[src/rtl/opll_write_scheduler.sv]
// Write queue and access-spacing sequencer between the FM cartridge bus decode and the VM2413 core.
// Host writes land in a small FIFO and are replayed as timed cs_n/we_n strobes with enforced gaps.
module opll_write_scheduler #(
    parameter int FIFO_DEPTH   = 8,
    parameter int STROBE_TICKS = 6,
    parameter int ADDR_WAIT    = 72,
    parameter int DATA_WAIT    = 504,
    parameter int CNT_WIDTH    = 10
) (
    input  logic       RESET_n,
    input  logic       CLK,
    input  logic       CLK_EN,
    input  logic       FLUSH,
    input  logic       WR_REQ,
    input  logic       WR_A0,
    input  logic [7:0] WR_D,
    output logic       OPLL_CS_n,
    output logic       OPLL_WE_n,
    output logic       OPLL_A,
    output logic [7:0] OPLL_D,
    output logic       WAIT_n,
    output logic       BUSY,
    output logic       OVERFLOW
);
    localparam int PTR_W   = (FIFO_DEPTH > 1) ? $clog2(FIFO_DEPTH) : 1;
    localparam int CNT_Q_W = $clog2(FIFO_DEPTH + 1);

    localparam logic [CNT_Q_W-1:0]   DEPTH_C     = CNT_Q_W'(FIFO_DEPTH);
    localparam logic [CNT_Q_W-1:0]   NEAR_FULL_C = CNT_Q_W'(FIFO_DEPTH - 1);
    localparam logic [CNT_WIDTH-1:0] STROBE_LD   = CNT_WIDTH'(STROBE_TICKS - 1);
    localparam logic [CNT_WIDTH-1:0] ADDR_LD     = CNT_WIDTH'(ADDR_WAIT - 1);
    localparam logic [CNT_WIDTH-1:0] DATA_LD     = CNT_WIDTH'(DATA_WAIT - 1);

    typedef enum logic [1:0] {
        IDLE   = 2'd0,
        STROBE = 2'd1,
        GAP    = 2'd2
    } state_t;

    logic [8:0]           mem [FIFO_DEPTH];
    logic [PTR_W-1:0]     wr_ptr;
    logic [PTR_W-1:0]     rd_ptr;
    logic [CNT_Q_W-1:0]   q_count;
    logic [CNT_Q_W-1:0]   q_count_next;
    logic [8:0]           head;
    logic                 pop;
    logic                 push_ok;
    logic                 drop;

    state_t               state;
    state_t               state_next;
    logic [CNT_WIDTH-1:0] tick_cnt;
    logic [CNT_WIDTH-1:0] tick_cnt_next;

    logic                 cs_n_next;
    logic                 a_next;
    logic [7:0]           d_next;
    logic                 wait_n_next;
    logic                 busy_next;

    // Pop only looks at the pre-edge count, so a fresh entry waits one edge before replay.
    assign head    = mem[rd_ptr];
    assign pop     = (state == IDLE) && CLK_EN && (q_count != '0);
    assign push_ok = WR_REQ && ((q_count != DEPTH_C) || pop);
    assign drop    = WR_REQ && !push_ok;

    always_comb begin
        q_count_next = q_count;
        if (push_ok && !pop)
            q_count_next = q_count + CNT_Q_W'(1);
        else if (pop && !push_ok)
            q_count_next = q_count - CNT_Q_W'(1);
    end

    always_ff @(posedge CLK) begin
        if (push_ok)
            mem[wr_ptr] <= {WR_A0, WR_D};
    end

    always_ff @(posedge CLK or negedge RESET_n) begin
        if (!RESET_n) begin
            wr_ptr   <= '0;
            rd_ptr   <= '0;
            q_count  <= '0;
            OVERFLOW <= 1'b0;
        end else if (FLUSH) begin
            wr_ptr   <= '0;
            rd_ptr   <= '0;
            q_count  <= '0;
            OVERFLOW <= 1'b0;
        end else begin
            if (push_ok)
                wr_ptr <= wr_ptr + PTR_W'(1);
            if (pop)
                rd_ptr <= rd_ptr + PTR_W'(1);
            q_count <= q_count_next;
            if (drop)
                OVERFLOW <= 1'b1;
        end
    end

    // Sequencer state register; outputs are registered alongside it.
    always_ff @(posedge CLK or negedge RESET_n) begin
        if (!RESET_n) begin
            state     <= IDLE;
            tick_cnt  <= '0;
            OPLL_CS_n <= 1'b1;
            OPLL_WE_n <= 1'b1;
            OPLL_A    <= 1'b0;
            OPLL_D    <= 8'h00;
            WAIT_n    <= 1'b1;
            BUSY      <= 1'b0;
        end else if (FLUSH) begin
            state     <= IDLE;
            tick_cnt  <= '0;
            OPLL_CS_n <= 1'b1;
            OPLL_WE_n <= 1'b1;
            OPLL_A    <= 1'b0;
            OPLL_D    <= 8'h00;
            WAIT_n    <= 1'b1;
            BUSY      <= 1'b0;
        end else begin
            state     <= state_next;
            tick_cnt  <= tick_cnt_next;
            OPLL_CS_n <= cs_n_next;
            OPLL_WE_n <= cs_n_next;
            OPLL_A    <= a_next;
            OPLL_D    <= d_next;
            WAIT_n    <= wait_n_next;
            BUSY      <= busy_next;
        end
    end

    // The gap length follows the port of the entry just strobed, still held on OPLL_A.
    always_comb begin
        state_next    = state;
        tick_cnt_next = tick_cnt;
        if (CLK_EN) begin
            unique case (state)
                IDLE: begin
                    if (q_count != '0) begin
                        state_next    = STROBE;
                        tick_cnt_next = STROBE_LD;
                    end
                end
                STROBE: begin
                    if (tick_cnt != '0) begin
                        tick_cnt_next = tick_cnt - CNT_WIDTH'(1);
                    end else begin
                        state_next    = GAP;
                        tick_cnt_next = OPLL_A ? DATA_LD : ADDR_LD;
                    end
                end
                GAP: begin
                    if (tick_cnt != '0)
                        tick_cnt_next = tick_cnt - CNT_WIDTH'(1);
                    else
                        state_next = IDLE;
                end
                default: begin
                    state_next    = IDLE;
                    tick_cnt_next = '0;
                end
            endcase
        end
    end

    always_comb begin
        cs_n_next   = (state_next != STROBE);
        a_next      = pop ? head[8] : OPLL_A;
        d_next      = pop ? head[7:0] : OPLL_D;
        wait_n_next = (q_count_next < NEAR_FULL_C);
        busy_next   = (q_count_next != '0) || (state_next != IDLE);
    end

endmodule

[config.mk]
export PLATFORM = sky130hd
export DESIGN_NAME = opll_write_scheduler
export DESIGN_NICKNAME = d
export VERILOG_FILES = /design/src/rtl/opll_write_scheduler.sv
export SDC_FILE = /design/constraint.sdc
export NUM_CORES = 1
export LEC_CHECK = 0
export ABC_AREA = 0
export CORE_ASPECT_RATIO = 2
export CORE_MARGIN = 10
export CORE_UTILIZATION = 64
export DETAILED_ROUTE_END_ITERATION = 6
export HOLD_SLACK_MARGIN = 0.12
export MAX_ROUTING_LAYER = met4
export PLACE_DENSITY = 0.85
export SYNTH_ARGS = -nofsm -noshare
export SYNTH_HDL_FRONTEND = slang
export SYNTH_SLANG_ARGS = --single-unit
[constraint.sdc]
create_clock -name CLK -period 6.7 [get_ports CLK]
set_input_delay 0.67 -clock CLK [delete_from_list [all_inputs] [get_ports CLK]]
set_output_delay 0.67 -clock CLK [all_outputs]
set_load 0.05 [all_outputs]
# == Word level (Yosys, flattened, before mapping) ==
# Memory sizes are Yosys's and may differ from the RTL's.
# Cells that the tools add are included.
# W data, S select, Z words.
# totals
mem_bits_ro,0
elab_cells,75
latchBits,0
reg_bits,35
ram_bits,72
n_memories,1
# op_classes
div_mod_pow,0
mul,0
n_eq_ne,6
n_reduce_logical,20
bitwise,0
muxes,31
addsub,5
shifts,0
magnitude_cmp,1
# memory_table
name,depth,width,rd,rd_clocked_by_memory_dff,write_ports,line,rtl
mem,8,9,1,0,1,40,logic [8:0] mem [FIFO_DEPTH];
# op_table
operator,n
$mux W10,5
$pmux W10 S3,1
$mux W8,2
$mux W3,4
$mux W4,3
$mux W2,5
$reduce_bool A10 Y1,1
$reduce_bool A2 Y1,5
$sub A10 B1 Y10 const B,1
$mux W1,9
$mux W9,1
$reduce_bool A4 Y1,2
$add A3 B1 Y3 const B,2
$logic_and A1 B1 Y1,6
$pmux W2 S3,1
$add A4 B1 Y4 const B,1
$lt A4 B3 Y1 const B,1
$ne A4 B4 Y1 const B,1
$sub A4 B1 Y4 const B,1
$ne A3 B2 Y1 const B,1
$ne A3 B3 Y1 const B,1
$reduce_and A3 Y1,1
$eq A2 B1 Y1 const B,1
$eq A2 B2 Y1 const B,1
4 further kinds,6

# == Logic depth before layout (Yosys ltp) ==
# logic_depth
depth_word,12
mapped_depth,9
mapped_depth_nobuf,8

# == Worst setup path before layout ==
# No wires, ideal clock.
# synth_path
path_kind,input port to flip-flop
startpoint,in CLK_EN
endpoint,"mem mem[0][0], enable pin"
required_time_ps,6313
arrival_time_ps,2292
path_slack_ps,4022
cell_stages,5
path_cell_list,buf_4 nor3b_4 o21ai_0 or2_2 nor3_1
# synth_between
elab_chain_cells,6
# synth_rtl
item,line,rtl
from (decl),12,"input logic CLK_EN,"
$logic_and A1 B1 Y1 (2 in a row),63,assign pop = (state == IDLE) && CLK_EN && (q_count != '0);
$logic_or A1 B1 Y1,64,assign push_ok = WR_REQ && ((q_count != DEPTH_C) || pop);
$logic_and A1 B1 Y1,64,
$mux W1,76,if (push_ok)
$mux W1 (implied by the code),77,"mem[wr_ptr] <= {WR_A0, WR_D};"
to (decl),40,
# No other way between the ends.

# == Worst setup path after layout ==
# layout_path
startpoint,in CLK_EN
endpoint,"mem mem[1][4], enable pin"
# Same word-level chain as after synthesis.

==> reports/metrics.yaml <==
global_routing:
  gr-total-overflow: 0
  grt_use_met3: 0.0365
  grt.total_usage: 0.187
  grt_pass1_wl_um: 15800
  grt_max_degree: 36
  first_global_vias: 3018
  met2_usage: 0.334
  busiest_layer: "met2"
  use_met1: 0.185
  antenna_found_initial: 0
floorplan:
  die_x_um: 81.5
  start_util: 0.662
  row_count: 44
  die_h_um: 143
  coreArea_mm2: 0.00732
  die-area_mm2: 0.0117
  boundaryPins: 28
setup_path:
  reg2reg_slack_ns: 3.79
  cp_slowest_cell: "nor3_1"
  cp-start-kind: "input port"
  path_cells: "clkdlybuf4s50_1 -> nor3b_4 -> nor2_1 -> nor2b_1 -> nand2_1 -> nor3_1"
  cp_max_fo: 11
  path_buf_inv: 1
  cpPeakStageDelay_ns: 1.01
  arrival_ns: 3.31
  end_kind: "flop"
  worstSetupPathType: "input port to flop"
  critPathRequiredTime_ns: 6.65
  path_delay_family: "simple AND/OR/NAND/NOR gates"
  r2r-start: "state[1]$_DFF_PN0_"
  reg2reg_depth: 5
  r2r-end: "mem[1][4]$_DFFE_PP_"
logic_synthesis:
  synth_ff_type: "edfxtp_1"
  synth.ff_latch_count: 107
  synth_warnings: 0
  synth_compound_gate_area_share: 0.0999
  synth_edf_count: 72
  synthDistinctLibCells: 56
  ys_seq_area_frac: 0.627
  synth_top_family_by_area: "simple AND/OR/NAND/NOR gates"
  synthMuxAreaShare: 0.111
  syn_inst: 347
  synth_nets: 368
  ys_async_sr_fraction: 0.327
  synth_xor_area_frac: 0.00723
  synthesis.area_mm2: 0.00485
  syn_avg_cell_area_um2: 14.0
  synthAdderAreaFrac: 0.0181
  synth-simple-area-share: 0.112
timing:
  setup_viol: 0
  drv_slew: 0
  tightest_slew_ns: 1.30
  slew_headroom: 0.124
  skew_ns: 0.00651
  fmax_ghz: 0.298
  min_period_ns: 3.35
  period_share: 0.501
  setup_tns_ns: 0
  rsz0062_at_grt: "no"
  final-hold-violation-count: 0
flow_run:
  max_cap_violations: 0
cts:
  numCtsBuffers: 9
  cts_max_path_buffers: 2
  cts_resized: 0
  cts_setup_buffers: 0
  clk_latency_ns: 0.35
  cts_tree: "done"
  cts_hold_buf: 0
  clk_pin_slew_worst_paths_ns: 0.07
  cts.sinks: 107
  htreeDepth: 3
  cts-root-buf: "clkbuf_16"
placement:
  portBuffers: 27
  place.gp.congestion: 0.881
  dp.cells: 450
  post-dp-hpwl_um: 7120
  placed_area_mm2: 0.00515
routing:
  drc: 0
  vias: 2875
  first_pass_iters: 4
  routed_wl_um: 9840
  ant_nets: 0
  drt-vias-per-instance: 6.18
  drtIter0Drc: 184
  wl_per_cell_um: 21.2
worst_hold_path:
  hold_class: "input port to asynchronous set/reset pin"
power_and_ir_drop:
  ir_drop_mv: 0.289
  p_leak_nw: 1.92
  pwr_density_cell_mw_per_mm2: 423
cells_and_area:
  syn2layout_area_growth_pct: 12.5
  fin_nets: 390
  drive_above_1_share: 0.142
  finish.utilization: 0.744
  final_area_mm2: 0.00545
  layout.cells.non_filler: 465
  fill_cells: 457
  antenna_cells: 0
run_status:
  status: "finished, final reports clean"
[per-layer routing]
| metal | wire (µm) | vias to the layer above |
|---|---|---|
| met3 | 372 | 21 |
| met1 | 3540 | 1424 |
| li1 | - | 1355 |
| met4 | 337 | 0 |
| met5 | 0 | - |
| met2 | 5600 | 75 |
[placed cells by master, fill, tap and decap left out, drive strengths merged, types with 8 or more instances in the layout]
cell type | Yosys | layout
a211oi | 11 | 11
a21oi | 16 | 16
clkbuf | 8 | 9
clkdlybuf4s50 | 0 | 26
dfrtp | 33 | 33
edfxtp | 72 | 72
inv | 7 | 10
mux2i | 12 | 12
mux4 | 18 | 18
nand2 | 20 | 20
nand3 | 10 | 10
nor2 | 38 | 38
nor3 | 8 | 8
o21ai | 16 | 16
[through the flow]
| step | power [mW] | setup WS [ns] | hold WS, ns |
|---|---|---|---|
| 6_report | 2.30 | 3.35 | 0.390 |
| 3_3_place_gp | 1.76 | 3.05 | 0.464 |
| 2_1_floorplan | 1.57 | 4.02 | 0.374 |
| 3_5_place_dp | 1.78 | 2.78 | 0.468 |
| 4_1_cts | 2.31 | 3.17 | 0.426 |
| 5_1_grt | 2.43 | 3.19 | 0.448 |
[state kept, by name (all words and copies together) (netlist names), 2 cells and up]
name	count
mem	72
tick_cnt	10
OPLL_D	8
q_count	4
rd_ptr	3
wr_ptr	3
state	2
[power by group]
| group | total, mW | internal (mW) | leakage, nW | switching (mW) |
|---|---|---|---|---|
| registers | 0.905 | 0.786 | 1.12 | 0.119 |
| clock network | 0.530 | 0.293 | 0.140 | 0.237 |
| logic | 0.868 | 0.349 | 0.658 | 0.519 |
[synthesized netlist by cell type, drive strengths merged, types with 2 or more instances]
cell type | n | area share
o211ai | 3 | 0.0067
nor3b | 4 | 0.0085
buf | 10 | 0.013
a22o | 2 | 0.0036
nand2 | 20 | 0.015
a21oi | 16 | 0.019
nand2b | 7 | 0.011
and2 | 3 | 0.0039
o21ai | 16 | 0.017
edfxtp | 72 | 0.45
and3 | 3 | 0.0039
mux2i | 12 | 0.025
xnor2 | 2 | 0.0036
dfstp | 2 | 0.011
a21o | 2 | 0.0031
inv | 7 | 0.0054
nand4 | 2 | 0.0026
or3b | 2 | 0.0036
a2bb2oi | 2 | 0.0049
nor3 | 8 | 0.0083
nand3 | 10 | 0.010
ha | 7 | 0.018
nor2 | 38 | 0.029
o22ai | 2 | 0.0026
mux4 | 18 | 0.084
o31ai | 4 | 0.011
nor2b | 4 | 0.0052
dfrtp | 33 | 0.17
or2 | 2 | 0.0026
a211oi | 11 | 0.017
clkbuf | 8 | 0.0065
xor2 | 2 | 0.0036
[worst reg2reg max path, cell delays in order, from the launching register on]
cell and delay, ns:
dfrtp_1 0.59, nor3b_4 0.44, nor2_1 0.12, nor2b_1 0.20, nand2_1 0.16, nor3_1 1.01
[kinds of logic after synthesis]
family / Yosys count
compound gates: 66
xor+xnor: 4
fa+ha+maj: 7
buf+inv: 25
flops: 107
mux: 31
simple gates: 107
[how the worst max path moves through the flow]
stage / from / slack, ns / cells past startpoint / to
after floorplan: CLK_EN / 4.02 / 5 / mem[0][0]$_DFFE_PP_
after global placement: CLK_EN / 3.05 / 5 / mem[0][5]$_DFFE_PP_
after detailed placement: CLK_EN / 2.78 / 5 / mem[0][5]$_DFFE_PP_
after CTS: CLK_EN / 3.17 / 5 / mem[0][7]$_DFFE_PP_
after global routing: CLK_EN / 3.19 / 6 / mem[1][4]$_DFFE_PP_
final: CLK_EN / 3.35 / 6 / mem[1][4]$_DFFE_PP_
[cell type report]
type	instances	area, µm²	share of cell area
Clock inverter	6	73.8	0.0135
Clock buffer	9	225	0.0413
Sequential cell	107	3040	0.558
Inverter	7	26.3	0.00482
Tap cell	92	115	0.0211
Multi-Input combinational cell	215	1690	0.310
Timing Repair Buffer	29	280	0.0514
(Power assumes the default switching activity.)
